**src/rtl/aes_round_sequencer.sv**
```systemverilog
// Control FSM for an iterative AES datapath: key load, initial AddRoundKey, NUM_ROUNDS rounds paced by key latency.
// Latency: block accepted at T -> DONE at T+2+NUM_ROUNDS*(KEY_LAT+1); out_valid holds until out_ready.
module aes_round_sequencer #(
    parameter int NUM_ROUNDS = 10,
    parameter int KEY_LAT    = 1
) (
    input  logic       clk,
    input  logic       rst,
    input  logic       key_load_req,
    output logic       chg_key,
    input  logic       change_key_done,
    input  logic       blk_valid,
    output logic       blk_ready,
    output logic [3:0] cur_round,
    output logic       round_en,
    output logic       first_round,
    output logic       last_round,
    output logic       out_valid,
    input  logic       out_ready,
    output logic       key_valid,
    output logic       busy
);

    typedef enum logic [2:0] {
        S_IDLE,
        S_LOAD_KEY,
        S_INIT,
        S_KEY_WAIT,
        S_ROUND,
        S_DONE
    } state_e;

    localparam logic [3:0] LAST_RND  = 4'(NUM_ROUNDS);
    localparam logic [2:0] WAIT_INIT = 3'(KEY_LAT - 1);

    state_e     state_q;
    logic [3:0] round_q;
    logic [2:0] wait_q;
    logic       key_valid_q;
    logic       kreq_pend_q;

    always_ff @(posedge clk) begin
        if (rst) begin
            state_q     <= S_IDLE;
            round_q     <= 4'd0;
            wait_q      <= 3'd0;
            key_valid_q <= 1'b0;
            kreq_pend_q <= 1'b0;
        end else begin
            // A key request seen mid-block is remembered and served once back in IDLE.
            if (key_load_req && state_q != S_IDLE && state_q != S_LOAD_KEY) begin
                kreq_pend_q <= 1'b1;
            end
            case (state_q)
                S_IDLE: begin
                    round_q <= 4'd0;
                    if (key_load_req || kreq_pend_q) begin
                        state_q     <= S_LOAD_KEY;
                        key_valid_q <= 1'b0;
                        kreq_pend_q <= 1'b0;
                    end else if (blk_valid && key_valid_q) begin
                        state_q <= S_INIT;
                    end
                end
                S_LOAD_KEY: begin
                    if (change_key_done) begin
                        state_q     <= S_IDLE;
                        key_valid_q <= 1'b1;
                    end
                end
                S_INIT: begin
                    state_q <= S_KEY_WAIT;
                    round_q <= 4'd1;
                    wait_q  <= WAIT_INIT;
                end
                S_KEY_WAIT: begin
                    if (wait_q == 3'd0) begin
                        state_q <= S_ROUND;
                    end else begin
                        wait_q <= wait_q - 3'd1;
                    end
                end
                S_ROUND: begin
                    if (round_q == LAST_RND) begin
                        state_q <= S_DONE;
                    end else begin
                        state_q <= S_KEY_WAIT;
                        round_q <= round_q + 4'd1;
                        wait_q  <= WAIT_INIT;
                    end
                end
                S_DONE: begin
                    if (out_ready) begin
                        state_q <= S_IDLE;
                        round_q <= 4'd0;
                    end
                end
                default: state_q <= S_IDLE;
            endcase
        end
    end

    assign chg_key     = (state_q == S_LOAD_KEY);
    assign blk_ready   = (state_q == S_IDLE) && key_valid_q && !key_load_req && !kreq_pend_q;
    assign cur_round   = round_q;
    assign round_en    = (state_q == S_INIT) || (state_q == S_ROUND);
    assign first_round = (state_q == S_INIT);
    assign last_round  = (state_q == S_ROUND) && (round_q == LAST_RND);
    assign out_valid   = (state_q == S_DONE);
    assign key_valid   = key_valid_q;
    assign busy        = (state_q != S_IDLE);

endmodule

```
**config.mk**
```make
export PLATFORM = sky130hd
export DESIGN_NAME = aes_round_sequencer
export DESIGN_NICKNAME = d
export VERILOG_FILES = /design/src/rtl/aes_round_sequencer.sv
export SDC_FILE = /design/constraint.sdc
export NUM_CORES = 1
export LEC_CHECK = 0
export ABC_AREA = 1
export CORE_MARGIN = 1
export CORE_UTILIZATION = 49
export DETAILED_ROUTE_END_ITERATION = 8
export GPL_ROUTABILITY_DRIVEN = 0
export GPL_TIMING_DRIVEN = 0
export PLACE_DENSITY = 0.77
export SLEW_MARGIN = 25
export SYNTH_ARGS = -nofsm -noshare
export SYNTH_HDL_FRONTEND = slang
export SYNTH_SLANG_ARGS = --single-unit
```
**constraint.sdc**
```tcl
create_clock -name clk -period 3.76 [get_ports clk]
set_input_delay 0.752 -clock clk [delete_from_list [all_inputs] [get_ports clk]]
set_output_delay 0.752 -clock clk [all_outputs]
set_load 0.02 [all_outputs]
```
**Yosys cells after proc, flatten, opt, wreduce, memory -nomap -nowiden**

Cells that the tools add are included.
W data, S select, Z words.

- Reduce and logical (&&, ||, !) cells: 21
- Divide/modulo/power cells: 0
- Add/subtract/negate cells: 2
- Multiply operators: 0
- Shift-type cells: 0
- Bitwise logic cells: 0
- Mux-type cells: 19
- Equal/unequal tests: 14
- $lt $le $gt $ge: 0

Operators with widths:

| operator | number |
|---|---|
| $mux W3 | 8 |
| $pmux W3 S6 | 1 |
| $pmux W4 S4 | 1 |
| $pmux W3 S3 | 1 |
| $reduce_and A3 Y1 | 3 |
| $mux W4 | 2 |
| $ne A2 B2 Y1 const B | 4 |
| $logic_and A1 B1 Y1 | 7 |
| $eq A3 B2 Y1 const B | 2 |
| $eq A3 B3 Y1 const B | 2 |
| $logic_not A3 Y1 | 2 |
| $reduce_bool A3 Y1 | 2 |
| $mux W1 | 5 |
| $add A4 B1 Y4 const B | 1 |
| $eq A4 B4 Y1 const B | 1 |
| $ne A2 B1 Y1 const B | 2 |
| $reduce_and A4 Y1 | 1 |
| $reduce_bool A4 Y1 | 1 |
| $eq A3 B1 Y1 const B | 1 |
| $ne A3 B1 Y1 const B | 1 |
| $ne A3 B3 Y1 const B | 1 |
| $sub A3 B1 Y3 const B | 1 |
| $logic_not A1 Y1 | 2 |
| $logic_or A1 B1 Y1 | 2 |
| 2 further kinds | 2 |

- Bits of input ports: 6
- Output and inout port bits: 12
- Memories: 0
- Register bits: 12
- RAM bits: 0
- ROM bits: 0
- Latch bits: 0

**Longest topological paths before layout**

- Depth after elaboration: 6
- Depth in mapped cells: 10
- Depth with buffers taken out: 10

**Least setup slack after synthesis**

No wires, ideal clock.

- Kind: input-to-output
- From: input port key_load_req
- To: output port blk_ready
- Data arrival time: 1.275 ns
- Setup slack: 1.733 ns
- Buffers on the path: 0
- Cell stages on the path: 3
- Cells stage by stage: nor2_1 -> nand2_1 -> nor2_1

- Word-level cells in the longest chain between the ends: 3

RTL lines:

| element | RTL line | text |
|---|---|---|
| from (decl) | 9 | `input logic key_load_req,` |
| $logic_not A1 Y1 | 104 | `assign blk_ready = (state_q == S_IDLE) && key_valid_q && !key_load_req && !kreq_pend_q;` |
| $logic_and A1 B1 Y1 (2 in a row) | 104 |  |
| to (decl) | 13 | `output logic blk_ready,` |

No other way between the ends.

**Worst setup path after layout**

Same ends and word-level chain as after synthesis.

==> results.sh <==
export IMPL_outcome="completed"
export IMPL_die_y_um=44.67
export IMPL_crit_slowest_cell="clkdlybuf4s50_1"
export IMPL_antenna_found_initial=0
export IMPL_reg2reg_depth=8
export IMPL_critPathLaunchType="input port"
export IMPL_core_area_um2=1708
export IMPL_grt_pass1_wl_um=3263
export IMPL_cts_buffers=3
export IMPL_post_cts_resized=0
export IMPL_rows=15
export IMPL_grt_util_all_layers_pct=22.22
export IMPL_worstPathArrival_ns=2.18
export IMPL_ys_ff_latch=12
export IMPL_ys_warn_count=0
export IMPL_final_hold_viol_count=0
export IMPL_reg2reg_from="cur_round[0]$_SDFFE_PP0P_"
export IMPL_drt_initial_drc_count=16
export IMPL_cp_end_kind="primary output"
export IMPL_crit_type="in -> out"
export IMPL_clock_root_buffer="clkbuf_4"
export IMPL_htreeDepth=1
export IMPL_clockBufferDepth=2
export IMPL_drtAntennaViolNets=0
export IMPL_yosysSeqAreaShare_pct=26.93
export IMPL_skew_ns=0.0004378
export IMPL_place_inst=182
export IMPL_synth_area_um2=892.1
export IMPL_via_per_inst=4.753
export IMPL_grt_ovfl_total=0
export IMPL_post_cts_buffers=0
export IMPL_hpwl_um=1522
export IMPL_drive_gt1_share_pct=16.15
export IMPL_fillers=168
export IMPL_cts_hold_buf=0
export IMPL_fin_tns_setup_ns=0
export IMPL_fin_crit_sh_pct=77.86
export IMPL_cp_cell_sequence="clkdlybuf4s50_1 > nor2_1 > nand2_1 > nor2_1 > clkdlybuf4s50_1"
export IMPL_synth_ff_type="dfxtp_1"
export IMPL_synth_nets=150
export IMPL_cts_tree="done"
export IMPL_die_x_um=44.67
export IMPL_cts_sinks=12
export IMPL_leakagePower_nw=0.5615
export IMPL_instances_no_fill=186
export IMPL_powerDensity_nw_per_um2=809.9
export IMPL_final_core_util_pct=66.15
export IMPL_ioPinCount=18
export IMPL_grt_max_degree=11
export IMPL_setup_viol=0
export IMPL_fin_crit_ns=2.927
export IMPL_synth_top_area_share_pct=26.93
export IMPL_synth_cell_types=24
export IMPL_hold_depth=2
export IMPL_first_global_vias=799
export IMPL_multi_input_area_um2=546.8
export IMPL_ir_drop_mv=0.4168
export IMPL_crit_fanout=3
export IMPL_slowest_delay_ns=0.60
export IMPL_drc=0
export IMPL_reg2reg_slack_ns=2.39
export IMPL_synth_commonest_cells="30 x nand2_1, 23 x nor2_1, 19 x inv_1"
export IMPL_holdPathEnd="wait_q[1]$_SDFFE_PP0P_"
export IMPL_avgRoutedWirePerCell_um=9.806
export IMPL_hp_start="wait_q[1]$_SDFFE_PP0P_"
export IMPL_dp_slack_ns=0.8217
export IMPL_dieArea_um2=1995
export IMPL_clk_pin_slew_ns=0.08
export IMPL_max_cap_violations=0
export IMPL_clk_latency_ns=0.28
export IMPL_setup_slack_ns=0.8326
export IMPL_relSlewSlack_pct=82.07
export IMPL_fmax_mhz=341.6
export IMPL_portBuffers=17
export IMPL_worst_pin_slew_ns=0.2685
export IMPL_synth_most_common_cell="nand2_1"
export IMPL_postSynthCellCount=140
export IMPL_num_vias=884
export IMPL_firstDrtPassIters=4
export IMPL_power_mw=0.9150
export IMPL_r2r_end="cur_round[1]$_SDFFE_PP0P_"
export IMPL_synthTopCellsByArea="dfxtp_1 27%, nand2_1 13%, nor2_1 9.7%"
export IMPL_antenna_cells=0
export IMPL_drv_slew=0
export IMPL_nNetsFinal=172
export IMPL_synth_edff_count=0
export IMPL_drt_total_wl_um=1824
export IMPL_seq_area_um2=240.2
export IMPL_rsz0062_at_grt="false"
export IMPL_ys_async_sr_fraction_pct=0
export IMPL_syn_area_per_cell_um2=6.372
export IMPL_hp_class="reg -> reg"
export IMPL_synthToLayoutAreaGrowth_pct=26.65
export IMPL_start_util_pct=52.23
export IMPL_synth_largest_area_cell="dfxtp_1"
export IMPL_crit_required_ns=3.01
cell type report:
| type | count | area share, % |
|---|---|---|
| Multi-Input combinational cell | 104 | 48.39 |
| Timing Repair Buffer | 17 | 15.06 |
| Tap cell | 25 | 2.769 |
| Inverter | 23 | 8.306 |
| Buffer | 1 | 0.9967 |
| Clock buffer | 4 | 3.212 |
| Sequential cell | 12 | 21.26 |
worst max path at each step:
stage	from	endpoint	slack, ns
2_1_floorplan	key_load_req	blk_ready	1.73
3_3_place_gp	key_load_req	blk_ready	0.86
3_5_place_dp	key_load_req	blk_ready	0.82
4_1_cts	key_load_req	blk_ready	0.83
5_1_grt	key_load_req	blk_ready	0.76
6_report	key_load_req	blk_ready	0.83
per-stage QoR:
step / hold slack, ns / instance area [um^2]
2_1_floorplan: 0.4516 / 892.1
3_3_place_gp: 0.4643 / 1094
3_5_place_dp: 0.4767 / 1094
4_1_cts: 0.4937 / 1130
5_1_grt: 0.5156 / 1130
6_report: 0.4913 / 1130
critical path, delay by kind of cell:
family	cells	cell delay, ns
buffers and inverters	2	1.02
AND/OR/NAND/NOR	3	0.39
cell usage in the layout (no fill, tap or decap):
cell type,n
a21oi_1,6
nand3_1,12
clkbuf_4,3
o21ai_1,1
nor4_1,1
a21oi_2,1
nand3b_1,2
o21bai_1,1
xnor2_1,1
nand2_2,5
nand4_1,3
nand3_4,1
nor2_2,8
inv_8,1
nor2_4,1
nor2_1,23
ha_1,4
o21ai_0,2
nand2_1,30
nand2_4,1
inv_2,3
clkdlybuf4s50_1,17
buf_6,1
dfxtp_1,12
clkbuf_8,1
or2_1,1
inv_1,19
cells by family (layout without fill, tap and decap cells):
logic type | after synthesis | count (layout) | synth area share (%)
AOI/OAI and AO/OA | 11 | 11 | 6.873
and+or+nand+nor | 88 | 88 | 47.83
buffers and inverters | 24 | 45 | 11.78
DFF | 12 | 12 | 26.93
xor gates and xnor gates | 1 | 1 | 0.9819
adders and majority gates | 4 | 4 | 5.610
registers in the layout, summed over array words and instances (netlist names):
signal	flops
cur_round	4
key_valid	1
kreq_pend_q	1
state_q	3
wait_q	3
power breakdown:
part | switching (mW) | internal, mW
Clock | 0.0466 | 0.0589
Sequential | 0.0456 | 0.174
Combinational | 0.350 | 0.240
Total | 0.442 | 0.473
routing by layer:
metal  global-route usage (%)  routed length [um]
met5                        0                   0
met4                    9.091                  32
met3                    1.224                  28
met2                    37.35                 898
met1                    29.53                 864
Power figures use the tool's default switching activity.
